$ cat src/rtl/mul_seq_pkg.sv
// rtl/mul_seq_pkg.sv - shared op/state encodings and operand magnitude helper
package mul_seq_pkg;

  typedef enum logic [1:0] {
    OP_MUL    = 2'b00,
    OP_MULH   = 2'b01,
    OP_MULHSU = 2'b10,
    OP_MULHU  = 2'b11
  } mul_op_e;

  typedef enum logic [2:0] {
    ST_DRAIN = 3'd0,
    ST_IDLE  = 3'd1,
    ST_ISSUE = 3'd2,
    ST_WAIT  = 3'd3,
    ST_FIX   = 3'd4,
    ST_DONE  = 3'd5
  } mul_state_e;

  // 0x80000000 negates to itself, which is the correct unsigned magnitude
  function automatic logic [31:0] abs32(input logic [31:0] x, input logic is_signed);
    return (is_signed && x[31]) ? (~x + 32'd1) : x;
  endfunction

endpackage

$ cat src/rtl/mul_seq_if.sv
// rtl/mul_seq_if.sv - request/response bundle between caller and mul_seq
interface mul_seq_if;
  import mul_seq_pkg::*;

  logic        valid;
  mul_op_e     op;
  logic [31:0] a;
  logic [31:0] b;
  logic [31:0] res;
  logic        ready;
  logic        busy;

  modport master (output valid, op, a, b, input res, ready, busy);
  modport slave  (input valid, op, a, b, output res, ready, busy);

endinterface

$ cat src/rtl/mul_seq_mul32.sv
// rtl/mul_seq_mul32.sv - unsigned 32x32 shift-add multiplier, no reset, ready 33 cycles after valid
module mul32 (
  input  logic        clk,
  input  logic        valid,
  input  logic [31:0] a,
  input  logic [31:0] b,
  output logic [63:0] res,
  output logic        ready
);

  logic        run_q;
  logic [4:0]  cnt_q;
  logic [31:0] mcand_q;
  logic [63:0] prod_q;
  logic        ready_q;
  logic [32:0] sum;

  assign sum = {1'b0, prod_q[63:32]} + (prod_q[0] ? {1'b0, mcand_q} : 33'd0);

  always_ff @(posedge clk) begin
    ready_q <= 1'b0;
    if (valid) begin
      mcand_q <= a;
      prod_q  <= {32'd0, b};
      cnt_q   <= 5'd0;
      run_q   <= 1'b1;
    end else if (run_q) begin
      prod_q <= {sum, prod_q[31:1]};
      cnt_q  <= cnt_q + 5'd1;
      if (cnt_q == 5'd31) begin
        run_q   <= 1'b0;
        ready_q <= 1'b1;
      end
    end
  end

  assign res   = prod_q;
  assign ready = ready_q;

endmodule

$ cat src/rtl/mul_seq.sv
// rtl/mul_seq.sv - RISC-V MUL/MULH/MULHSU/MULHU sequencer around the unsigned mul32 core
module mul_seq
  import mul_seq_pkg::*;
#(
  parameter int DRAIN_CYCLES = 34
) (
  input  logic       clk,
  input  logic       reset,
  mul_seq_if.slave   bus
);

  localparam int CNT_W = $clog2(DRAIN_CYCLES);

  mul_state_e       state_q, state_d;
  logic [CNT_W-1:0] drain_cnt_q;
  logic [31:0]      a_abs_q, b_abs_q;
  mul_op_e          op_q;
  logic             neg_q;
  logic [63:0]      prod_q;
  logic [31:0]      res_q;

  logic             mul_valid;
  logic [63:0]      mul_res;
  logic             mul_ready;
  logic             busy_c, ready_c;
  logic             a_signed, b_signed;
  logic [63:0]      prod_fix;

  mul32 u_mul (
    .clk   (clk),
    .valid (mul_valid),
    .a     (a_abs_q),
    .b     (b_abs_q),
    .res   (mul_res),
    .ready (mul_ready)
  );

  always_ff @(posedge clk or posedge reset) begin
    if (reset) state_q <= ST_DRAIN;
    else       state_q <= state_d;
  end

  always_comb begin
    state_d = state_q;
    case (state_q)
      ST_DRAIN: if (drain_cnt_q == CNT_W'(DRAIN_CYCLES - 1)) state_d = ST_IDLE;
      ST_IDLE:  if (bus.valid) state_d = ST_ISSUE;
      ST_ISSUE: state_d = ST_WAIT;
      ST_WAIT:  if (mul_ready) state_d = ST_FIX;
      ST_FIX:   state_d = ST_DONE;
      ST_DONE:  state_d = ST_IDLE;
      default:  state_d = ST_DRAIN;
    endcase
  end

  always_comb begin
    busy_c    = (state_q != ST_IDLE);
    ready_c   = (state_q == ST_DONE);
    mul_valid = (state_q == ST_ISSUE);
  end

  assign a_signed = (bus.op == OP_MULH) || (bus.op == OP_MULHSU);
  assign b_signed = (bus.op == OP_MULH);
  assign prod_fix = neg_q ? (~prod_q + 64'd1) : prod_q;

  // Only WAIT listens to the core, so completions left over from before reset are dropped
  always_ff @(posedge clk or posedge reset) begin
    if (reset) begin
      drain_cnt_q <= '0;
      a_abs_q     <= 32'd0;
      b_abs_q     <= 32'd0;
      op_q        <= OP_MUL;
      neg_q       <= 1'b0;
      prod_q      <= 64'd0;
      res_q       <= 32'd0;
    end else begin
      if (state_q == ST_DRAIN && state_d == ST_DRAIN) drain_cnt_q <= drain_cnt_q + 1'b1;
      if (state_q == ST_IDLE && bus.valid) begin
        a_abs_q <= abs32(bus.a, a_signed);
        b_abs_q <= abs32(bus.b, b_signed);
        op_q    <= bus.op;
        neg_q   <= (a_signed & bus.a[31]) ^ (b_signed & bus.b[31]);
      end
      if (state_q == ST_WAIT && mul_ready) prod_q <= mul_res;
      if (state_q == ST_FIX) res_q <= (op_q == OP_MUL) ? prod_fix[31:0] : prod_fix[63:32];
    end
  end

  assign bus.res   = res_q;
  assign bus.ready = ready_c;
  assign bus.busy  = busy_c;

endmodule
$ cat src/flat_wrapper.sv
// flat-port wrapper written by rule: the top's interface ports become plain ports
module mul_seq_flat import mul_seq_pkg::*;
#(
  parameter int DRAIN_CYCLES = 34
)
  (clk, reset, bus_valid, bus_op, bus_a, bus_b, bus_res, bus_ready, bus_busy);
  mul_seq_if bus_i ();
  input  logic clk;
  input  logic reset;
  input wire logic [$bits(bus_i.valid)-1:0] bus_valid;
  input wire logic [$bits(bus_i.op)-1:0] bus_op;
  input wire logic [$bits(bus_i.a)-1:0] bus_a;
  input wire logic [$bits(bus_i.b)-1:0] bus_b;
  output wire logic [$bits(bus_i.res)-1:0] bus_res;
  output wire logic [$bits(bus_i.ready)-1:0] bus_ready;
  output wire logic [$bits(bus_i.busy)-1:0] bus_busy;
  assign bus_i.valid = bus_valid;
  assign bus_i.op = bus_op;
  assign bus_i.a = bus_a;
  assign bus_i.b = bus_b;
  assign bus_res = bus_i.res;
  assign bus_ready = bus_i.ready;
  assign bus_busy = bus_i.busy;
  mul_seq #(.DRAIN_CYCLES(DRAIN_CYCLES)) u_core (.clk(clk), .reset(reset), .bus(bus_i));
endmodule
$ cat config.mk
export PLATFORM = sky130hd
export DESIGN_NAME = mul_seq_flat
export DESIGN_NICKNAME = d
export VERILOG_FILES = /design/src/rtl/mul_seq_pkg.sv /design/src/rtl/mul_seq_if.sv /design/src/rtl/mul_seq_mul32.sv /design/src/rtl/mul_seq.sv /design/src/flat_wrapper.sv
export SDC_FILE = /design/constraint.sdc
export NUM_CORES = 1
export LEC_CHECK = 0
export ABC_AREA = 1
export CELL_PAD_IN_SITES_DETAIL_PLACEMENT = 2
export CELL_PAD_IN_SITES_GLOBAL_PLACEMENT = 2
export CORE_ASPECT_RATIO = 2
export CORE_UTILIZATION = 34
export CTS_CLUSTER_DIAMETER = 30
export CTS_CLUSTER_SIZE = 8
export DETAILED_ROUTE_END_ITERATION = 6
export PLACE_DENSITY_LB_ADDON = 0.25
export SLEW_MARGIN = 5
export SYNTH_ARGS = -nofsm -noshare
export SYNTH_HDL_FRONTEND = slang
export SYNTH_HIERARCHICAL = 1
export SYNTH_SLANG_ARGS = --single-unit
export TNS_END_PERCENT = 20
$ cat constraint.sdc
create_clock -name clk -period 7 [get_ports clk]
set_input_delay 0.7 -clock clk [delete_from_list [all_inputs] [get_ports clk]]
set_output_delay 0.7 -clock clk [all_outputs]
set_load 0.01 [all_outputs]
==> flow_metrics.env, run 1 <==
export IMPL_status="complete, no violations"
export IMPL_io_pins=103
export IMPL_drt_pass1_iter_count=4
export IMPL_setup_tns_final_ns=0
export IMPL_htree_levels=2
export IMPL_grt_max_degree=101
export IMPL_stdcell_count=3270
export IMPL_drcViolationCount=0
export IMPL_grt_pass1_wl_um=107000
export IMPL_min_path_type="reg -> reg"
export IMPL_power_frac_seq_pct=31.9
export IMPL_netlist_instances=2488
export IMPL_grt_overflow=0
export IMPL_synth_edff_count=64
export IMPL_die_h_um=319
export IMPL_path_clk_slew_ns=0.05
export IMPL_yosysTopAreaCell="dfrtp_1"
export IMPL_clockBufferDepth=3
export IMPL_drv_cap=0
export IMPL_synth_cell_types=51
export IMPL_p_leak_nw=10.2
export IMPL_start_util_pct=34.3
export IMPL_hold_viol=0
export IMPL_coreArea_sq_um=49900
export IMPL_yosysTopAreaCellShare_pct=25.1
export IMPL_worst_pin_slew_ns=1.19
export IMPL_switching_share_pct=45.8
export IMPL_async_flop_share_pct=62.5
export IMPL_wl_per_cell_um=20.8
export IMPL_antenna_found_initial=0
export IMPL_dp_hpwl_um=53100
export IMPL_ys_ff_latch=275
export IMPL_slew_violations=0
export IMPL_power_density_nw_per_um2=441
export IMPL_reg2reg_depth=3
export IMPL_min_period_ns=3.41
export IMPL_place_area_sq_um=18800
export IMPL_std_cell_rows=116
export IMPL_worstPathArrival_ns=3.36
export IMPL_cp_start_kind="register"
export IMPL_layout_commonest_cell="nand2_1"
export IMPL_synth_fp_nets=2598
export IMPL_syn_area_sq_um=17100
export IMPL_final_period_utilization_pct=48.7
export IMPL_layout_common_cells="nand2_1, nor2_1, inv_1, nand3_1, dfrtp_1"
export IMPL_gp_congestion=0.915
export IMPL_p_int_mw=4.85
export IMPL_ant_nets=0
export IMPL_track_usage_pct=27.1
export IMPL_nets=2692
export IMPL_power_mw=8.95
export IMPL_port_buffers=102
export IMPL_die_w_um=161
export IMPL_vdd_drop_max_mv=0.192
export IMPL_p_sw_mw=4.10
export IMPL_whs_path_depth=0
export IMPL_first_iter_violations=540
export IMPL_synth_area_top_cells="dfrtp_1, nand2_1, edfxtp_1, nor2_1, inv_1"
export IMPL_fmax_ghz=0.294
export IMPL_numCtsBuffers=48
export IMPL_cts_resized=0
export IMPL_synth_ff_type="dfrtp_1"
export IMPL_clockPowerShare_pct=25.1
export IMPL_slew_headroom_pct=19.8
export IMPL_cts_hold_buf=0
export IMPL_crit_path_max_fanout=35
export IMPL_dp_cells=3181
export IMPL_diodes=0
export IMPL_cp_end_kind="register"
export IMPL_combPwrFrac_pct=43.0
export IMPL_vias=17000
export IMPL_post_cts_buffers=0
export IMPL_synth_warnings=6
export IMPL_final_cell_area_sq_um=20300
export IMPL_cts_tree="yes"
export IMPL_clock_latency_ns=0.60
export IMPL_cts_sinks=275
export IMPL_setup_viol=0
export IMPL_rsz0062_at_grt="no"
export IMPL_seq_area_frac_synth_pct=40.9
export IMPL_critPathRequiredTime_ns=6.95
export IMPL_fill_cells=6082
export IMPL_die_area_sq_um=51300
export IMPL_finClkSkew_ns=0.0304
export IMPL_syn_to_final_growth_pct=18.5
export IMPL_cts_root_buf="clkbuf_16"
export IMPL_grt_pass1_vias=19200
export IMPL_routed_via_density=5.21
export IMPL_avgSynthCellArea_sq_um=6.88
export IMPL_wl_um=68100
export IMPL_layout_drive_gt1_share_pct=6.68
export IMPL_path_class="reg -> reg"
-- path summary, 6_finish.rpt --
| path | to | from | slack (ns) |
|---|---|---|---|
| setup / recovery | u_core/u_mul/res[10] | u_core/state_q[0] | 3.59 |
| hold / removal | u_core/u_mul/mcand_q[19] | u_core/a_abs_q[19] | 0.45 |
| setup reg to reg | u_core/u_mul/res[10] | u_core/state_q[0] | 3.59 |
| hold reg to reg | u_core/u_mul/mcand_q[19] | u_core/a_abs_q[19] | 0.45 |
| max in group asynchronous | u_core/prod_q[2] | reset | 5.08 |
| min in group asynchronous | u_core/b_abs_q[13] | reset | 0.57 |
-- final cells by class --
cell class | instances | area [sq um] | area share, %
Timing Repair Buffer | 115 | 1120 | 5.51
Sequential cell | 275 | 7010 | 34.5
Clock buffer | 76 | 1370 | 6.73
Multi-Input combinational cell | 1838 | 8670 | 42.7
Clock inverter | 13 | 165 | 0.814
Inverter | 304 | 1150 | 5.66
Tap cell | 649 | 812 | 4.00
-- cells in the mapped netlist (31+ instances only) --
| library cell | count |
|---|---|
| ha_1 | 40 |
| a21oi_1 | 152 |
| nand2_1 | 807 |
| dfxtp_1 | 39 |
| inv_1 | 297 |
| xor2_1 | 35 |
| nor2_1 | 314 |
| edfxtp_1 | 64 |
| clkbuf_1 | 31 |
| dfrtp_1 | 172 |
| o21ai_0 | 103 |
| buf_2 | 33 |
| nand3_1 | 210 |
-- metrics by stage --
stage	hold slack (ns)	worst slack (ns)	utilization (%)
5_1_grt	0.452	3.32	40.6
3_3_place_gp	0.436	3.61	37.6
3_5_place_dp	0.436	3.51	37.6
6_report	0.445	3.59	40.6
4_1_cts	0.446	3.65	40.6
2_1_floorplan	0.425	1.64	-
-- per-layer routing --
metal / track usage [%] / up-vias / wire length (um)
li1: - / 8117 / -
met1: 27.0 / 8447 / 24500
met2: 52.9 / 310 / 37600
met3: 2.42 / 163 / 1530
met4: 16.9 / 0 / 4490
met5: 0 / - / 0
-- critical path: stages, from the launching register on --
cell	delay [ns]
dfrtp_1	0.51
nor3_2	0.15
nor2_4	0.81
clkinv_1	1.26
-- cell families (layout without fill, tap and decap cells) --
kind of cell / after synthesis / count (layout) / share of synthesized area, %
compound gates: 294 / 294 / 9.04
xor+xnor: 40 / 40 / 2.05
fa+ha+maj: 41 / 41 / 3.04
buf+inv: 375 / 508 / 8.58
flops: 275 / 275 / 40.9
mux: 6 / 6 / 0.395
simple gates: 1457 / 1457 / 36.0
-- power by group through the flow --
stage                     clock, mW  combinational (mW)  sequential [mW]
final                          2.24                3.85             2.85
after global routing           2.35                4.30             2.92
after CTS                      2.29                3.89             2.86
after detailed placement          0                3.81             2.88
after global placement            0                3.61             2.84
after floorplan                   0                2.58             2.61
-- flip-flops by register name (all words and copies together) (netlist names) --
| name | count |
|---|---|
| u_core/a_abs_q | 32 |
| u_core/state_q | 3 |
| u_core/u_mul/cnt_q | 5 |
| u_core/u_mul/ready | 1 |
| u_core/u_mul/run_q | 1 |
| u_core/op_q | 2 |
| u_core/b_abs_q | 32 |
| u_core/u_mul/res | 64 |
| u_core/bus.res | 32 |
| u_core/prod_q | 64 |
| u_core/u_mul/mcand_q | 32 |
| u_core/drain_cnt_q | 6 |
| u_core/neg_q | 1 |
Note: power is estimated with default switching activity, not from simulation.
==> run 2: changes to the inputs <==
==> constraint.sdc (replaced) <==
create_clock -name clk -period 3.5 [get_ports clk]
set_input_delay 0.35 -clock clk [delete_from_list [all_inputs] [get_ports clk]]
set_output_delay 0.35 -clock clk [all_outputs]
set_load 0.01 [all_outputs]
==> run 2 against run 1 <==
Against the previous run:
- maximum frequency increased by 20%
- combinational power grew 100%
- sequential power grew 100%
- first-iteration DRC count up 1.5%
- register-to-register slack got worse by 2.9 ns
- largest power group unchanged
- highest routed layer unchanged
==> flow_metrics.env, run 2 (synthesis gave the netlist of run 1 again) <==
export IMPL_clockPowerShare_pct=26.6
export IMPL_nets=2705
export IMPL_layout_common_cells="nand2_1, nor2_1, inv_1, nand3_1, dfrtp_1"
export IMPL_p_int_mw=10.1
export IMPL_cts_sinks=275
export IMPL_gp_congestion=0.930
export IMPL_grt_max_degree=100
export IMPL_wl_per_cell_um=21.1
export IMPL_first_iter_violations=548
export IMPL_combPwrFrac_pct=41.7
export IMPL_clockBufferDepth=3
export IMPL_drv_cap=0
export IMPL_grt_pass1_wl_um=108000
export IMPL_die_area_sq_um=51300
export IMPL_numCtsBuffers=52
export IMPL_die_w_um=161
export IMPL_power_density_nw_per_um2=894
export IMPL_die_h_um=319
export IMPL_coreArea_sq_um=49900
export IMPL_wl_um=69400
export IMPL_hold_viol=0
export IMPL_dp_hpwl_um=54400
export IMPL_drt_pass1_iter_count=4
export IMPL_port_buffers=102
export IMPL_crit_chain="nand2_1 > inv_1 > ha_1 > fa_1 > nand3_1 > nand3_1 > a21oi_1 > o21ai_2 > nand2_1 > nand2_1 > o21ai_0"
export IMPL_vdd_drop_max_mv=0.376
export IMPL_syn_to_final_growth_pct=20.4
export IMPL_path_class="reg -> reg"
export IMPL_grt_pass1_vias=19500
export IMPL_drcViolationCount=0
export IMPL_switching_share_pct=45.1
export IMPL_p_leak_nw=10.3
export IMPL_setup_tns_final_ns=0
export IMPL_fill_cells=6028
export IMPL_grt_overflow=0
export IMPL_diodes=0
export IMPL_p_sw_mw=8.31
export IMPL_setup_viol=0
export IMPL_crit_top_cell="nand2_1"
export IMPL_dp_cells=3190
export IMPL_fmax_ghz=0.353
export IMPL_io_pins=103
export IMPL_critPathSlowestCell="edfxtp_1"
export IMPL_clock_latency_ns=0.59
export IMPL_ant_nets=0
export IMPL_cts_hold_buf=0
export IMPL_cp_top_family="adder cells"
export IMPL_slew_violations=0
export IMPL_worstPathArrival_ns=3.34
export IMPL_path_clk_slew_ns=0.05
export IMPL_status="complete, no violations"
export IMPL_stdcell_count=3285
export IMPL_htree_levels=2
export IMPL_post_cts_buffers=0
export IMPL_cp_end_kind="register"
export IMPL_routed_via_density=5.20
export IMPL_worst_pin_slew_ns=1.09
export IMPL_power_frac_seq_pct=31.6
export IMPL_finClkSkew_ns=0.0166
export IMPL_std_cell_rows=116
export IMPL_met1_length_um=24500
export IMPL_layout_commonest_cell="nand2_1"
export IMPL_top_layer="met4"
export IMPL_cp_start_kind="register"
export IMPL_wl_met3_um=1830
export IMPL_layout_drive_gt1_share_pct=7.36
export IMPL_cts_root_buf="clkbuf_16"
export IMPL_crit_path_max_fanout=28
export IMPL_min_period_ns=2.83
export IMPL_critPathBufInv=1
export IMPL_final_period_utilization_pct=80.9
export IMPL_slew_headroom_pct=26.8
export IMPL_critPathRequiredTime_ns=4.01
export IMPL_cts_resized=0
export IMPL_r2r_slack_ns=0.67
export IMPL_antenna_found_initial=0
export IMPL_worst_path_largest_cell_delay_ns=0.74
export IMPL_min_path_type="in -> async"
export IMPL_rsz0062_at_grt="no"
export IMPL_wl_met2_um=37800
export IMPL_cts_tree="yes"
export IMPL_vias=17100
export IMPL_track_usage_pct=27.5
export IMPL_start_util_pct=34.3
[run 2: worst register-to-register path, stage by stage, from the launching register on]
cell	delay, ns
edfxtp_1	0.74
nand2_1	0.18
inv_1	0.07
ha_1	0.26
fa_1	0.49
nand3_1	0.12
nand3_1	0.20
a21oi_1	0.29
o21ai_2	0.12
nand2_1	0.07
nand2_1	0.05
o21ai_0	0.17
[run 2: path summary, 6_finish.rpt]
kind / start / endpoint / cells past startpoint
min reg2reg: u_core/a_abs_q[14] / u_core/u_mul/mcand_q[14] / 0
max: u_core/u_mul/res[0] / u_core/u_mul/res[47] / 11
min in group clk: bus_op[0] / u_core/op_q[0] / 3
max reg2reg: u_core/u_mul/res[0] / u_core/u_mul/res[47] / 11
min: reset / u_core/a_abs_q[29] / 2
max in group asynchronous: reset / u_core/bus.res[9] / 4
[run 2: layout make-up]
cell class | instances | area, sq um | share of cell area [%]
Tap cell | 649 | 812 | 3.94
Timing Repair Buffer | 124 | 1250 | 6.06
Multi-Input combinational cell | 1838 | 8670 | 42.1
Inverter | 304 | 1150 | 5.56
Clock buffer | 76 | 1470 | 7.15
Clock inverter | 19 | 243 | 1.18
Sequential cell | 275 | 7010 | 34.0
[run 2: layer usage]
| layer | vias up | global-route usage (%) |
|---|---|---|
| met3 | 186 | 2.82 |
| met2 | 351 | 53.7 |
| li1 | 8119 | - |
| met4 | 0 | 19.2 |
| met1 | 8419 | 26.2 |
| met5 | - | 0 |
[run 2: power by group through the flow]
stage | clock network [mW] | registers (mW) | logic (mW)
after floorplan | 0 | 5.22 | 5.16
after global placement | 0 | 5.78 | 7.24
after detailed placement | 0 | 5.85 | 7.65
after CTS | 5.01 | 5.85 | 7.78
after global routing | 5.12 | 5.93 | 8.57
final | 4.90 | 5.82 | 7.69
[run 2: per-stage QoR]
stage	total power, mW	setup WS, ns	utilization, %	hold slack [ns]	instance area [sq um]
global placement	13.0	0.787	37.8	0.435	18900
global route	19.6	0.371	41.3	0.323	20600
CTS	18.6	0.636	41.3	0.264	20600
finish	18.4	0.669	41.3	0.268	20600
detailed placement	13.5	0.722	37.8	0.436	18900
floorplan	10.4	-1.04	-	0.425	17100
==> run 3: changes to the inputs <==
==> constraint.sdc (replaced) <==
create_clock -name clk -period 2.66 [get_ports clk]
set_input_delay 0.266 -clock clk [delete_from_list [all_inputs] [get_ports clk]]
set_output_delay 0.266 -clock clk [all_outputs]
set_load 0.01 [all_outputs]
==> run 3 against run 2 <==
Against the previous run:
- the run now ends with design-rule violations left
- non-clock buffer count is 5 higher
- critical path depth is 4 higher
- highest routed layer unchanged
- wire length rose by 1.7%
- flip-flop and latch count unchanged
- via count rose by 0.56%
- die area is the same
- final cell count rose by 0.37%
- first-iteration DRC count is 9.3% higher
- register-to-register slack got worse by 0.47 ns
- maximum frequency grew 15%
- largest power group unchanged
- critical path type unchanged
==> flow_metrics.env, run 3 (synthesis gave the netlist of run 1 again) <==
export IMPL_status="finished with violations"
export IMPL_failed_checks="design-rule violations"
export IMPL_grt_pass1_vias=19700
export IMPL_fmax_ghz=0.406
export IMPL_cts_tree="yes"
export IMPL_setup_viol=0
export IMPL_die_area_sq_um=51300
export IMPL_cp_start_kind="register"
export IMPL_utilization_pct=41.9
export IMPL_cts_root_buf="clkbuf_16"
export IMPL_hold_viol=0
export IMPL_min_path_type="in -> async"
export IMPL_start_util_pct=34.3
export IMPL_track_usage_pct=28.1
export IMPL_numCtsBuffers=54
export IMPL_port_buffers=102
export IMPL_p_int_mw=14.1
export IMPL_syn_to_final_growth_pct=22.3
export IMPL_grt_pass1_wl_um=110000
export IMPL_drt_pass1_iter_count=6
export IMPL_die_h_um=319
export IMPL_reg2reg_depth=15
export IMPL_antenna_found_initial=0
export IMPL_worstPathArrival_ns=2.95
export IMPL_io_pins=103
export IMPL_fill_cells=6004
export IMPL_power_density_nw_per_um2=1210
export IMPL_rsz0062_at_grt="no"
export IMPL_wl_um=70500
export IMPL_clockBufferDepth=3
export IMPL_vias=17200
export IMPL_min_period_ns=2.46
export IMPL_rr_endpoint="u_core/u_mul/res[61]"
export IMPL_dp_cells=3195
export IMPL_layout_drive_gt1_share_pct=7.93
export IMPL_ant_nets=0
export IMPL_power_frac_seq_pct=30.1
export IMPL_std_cell_rows=116
export IMPL_coreArea_sq_um=49900
export IMPL_vdd_drop_max_mv=0.495
export IMPL_layout_common_cells="nand2_1, nor2_1, inv_1, nand3_1, dfrtp_1"
export IMPL_diodes=0
export IMPL_gp_congestion=0.926
export IMPL_grt_max_degree=105
export IMPL_drv_cap=0
export IMPL_p_leak_nw=10.5
export IMPL_cts_hold_buf=0
export IMPL_die_w_um=161
export IMPL_clock_latency_ns=0.60
export IMPL_cp_end_kind="register"
export IMPL_path_class="reg -> reg"
export IMPL_nets=2712
export IMPL_worst_pin_slew_ns=0.664
export IMPL_finClkSkew_ns=0.0222
export IMPL_reg2reg_from="u_core/u_mul/res[0]"
export IMPL_clockPowerShare_pct=29.1
export IMPL_holdWs_ns=0.196
export IMPL_routed_via_density=5.21
export IMPL_final_period_utilization_pct=92.5
export IMPL_wl_per_cell_um=21.4
export IMPL_htree_levels=2
export IMPL_layout_commonest_cell="nand2_1"
export IMPL_slew_headroom_pct=55.7
export IMPL_cts_sinks=275
export IMPL_drcViolationCount=1
export IMPL_grt_overflow=0
export IMPL_critPathRequiredTime_ns=3.15
export IMPL_path_clk_slew_ns=0.05
export IMPL_switching_share_pct=44.1
export IMPL_crit_path_max_fanout=31
export IMPL_slew_violations=0
export IMPL_stdcell_count=3297
export IMPL_p_sw_mw=11.1
export IMPL_post_cts_buffers=0
export IMPL_dp_hpwl_um=53900
export IMPL_first_iter_violations=599
export IMPL_r2r_slack_ns=0.20
export IMPL_combPwrFrac_pct=40.8
run 3: changes by cell type in the layout (fill, tap and decap cells not counted), moves of 2 or more:
cell       delta
bufinv_16     +6
clkbuf_8      +4
clkbuf_1      -2
clkinv_4      -2
buf_12        +4
run 3: what timing repair did:
| item | CTS | global route |
|---|---|---|
| resized for setup | 0 | 2 |
| endpoints found under the setup margin | 0 | 6 |
| endpoints found under the hold margin | 0 | 0 |
run 3: power groups by stage:
stage	registers [mW]	clock network, mW	logic, mW
floorplan	6.87	0	6.79
global placement	7.52	0	9.62
detailed placement	7.61	0	10.1
CTS	7.61	7.49	10.4
global route	7.74	7.63	11.5
finish	7.60	7.36	10.3
run 3: worst max-delay path, stage by stage, from the launching register on:
cell	delay, ns
edfxtp_1	0.46
buf_12	0.21
nand2_1	0.09
inv_1	0.05
ha_1	0.41
nand2_2	0.14
nor2_2	0.15
nand2_1	0.08
nand3_2	0.11
nand2_1	0.08
nand2_2	0.16
nand2_1	0.14
nand2_1	0.09
nand2_1	0.05
nand3_1	0.06
nand2_1	0.06
run 3: worst max path at each step:
stage / startpoint / endpoint / cells after the start
floorplan: u_core/state_q[2] / u_core/u_mul/res[0] / 5
global placement: bus_b[0] / u_core/b_abs_q[30] / 10
detailed placement: bus_b[0] / u_core/b_abs_q[30] / 10
CTS: u_core/u_mul/res[0] / u_core/u_mul/res[55] / 13
global route: u_core/u_mul/res[0] / u_core/u_mul/res[55] / 14
finish: u_core/u_mul/res[0] / u_core/u_mul/res[61] / 15
run 3: metrics by stage:
| stage | TNS, ns | area (sq um) | setup slack (ns) | power [mW] |
|---|---|---|---|---|
| detailed placement | 0 | 19000 | 0.185 | 17.7 |
| CTS | 0 | 20900 | 0.0771 | 25.5 |
| global route | 0 | 20900 | 0.0638 | 26.8 |
| floorplan | -158.60 | 17100 | -1.88 | 13.7 |
| global placement | 0 | 19000 | 0.311 | 17.1 |
| finish | 0 | 20900 | 0.198 | 25.3 |
run 3: layout make-up:
| type | count | area (sq um) | area share (%) |
|---|---|---|---|
| Clock inverter | 23 | 413 | 1.97 |
| Clock buffer | 79 | 1550 | 7.39 |
| Inverter | 304 | 1150 | 5.47 |
| Timing Repair Buffer | 129 | 1340 | 6.38 |
| Sequential cell | 275 | 7010 | 33.5 |
| Multi-Input combinational cell | 1838 | 8670 | 41.4 |
| Tap cell | 649 | 812 | 3.88 |
run 3: routing by layer:
metal	wire length [um]	track usage, %
met1	25300	27.8
met5	0	0
met2	38800	54.8
met4	4590	17.2
met3	1770	2.89
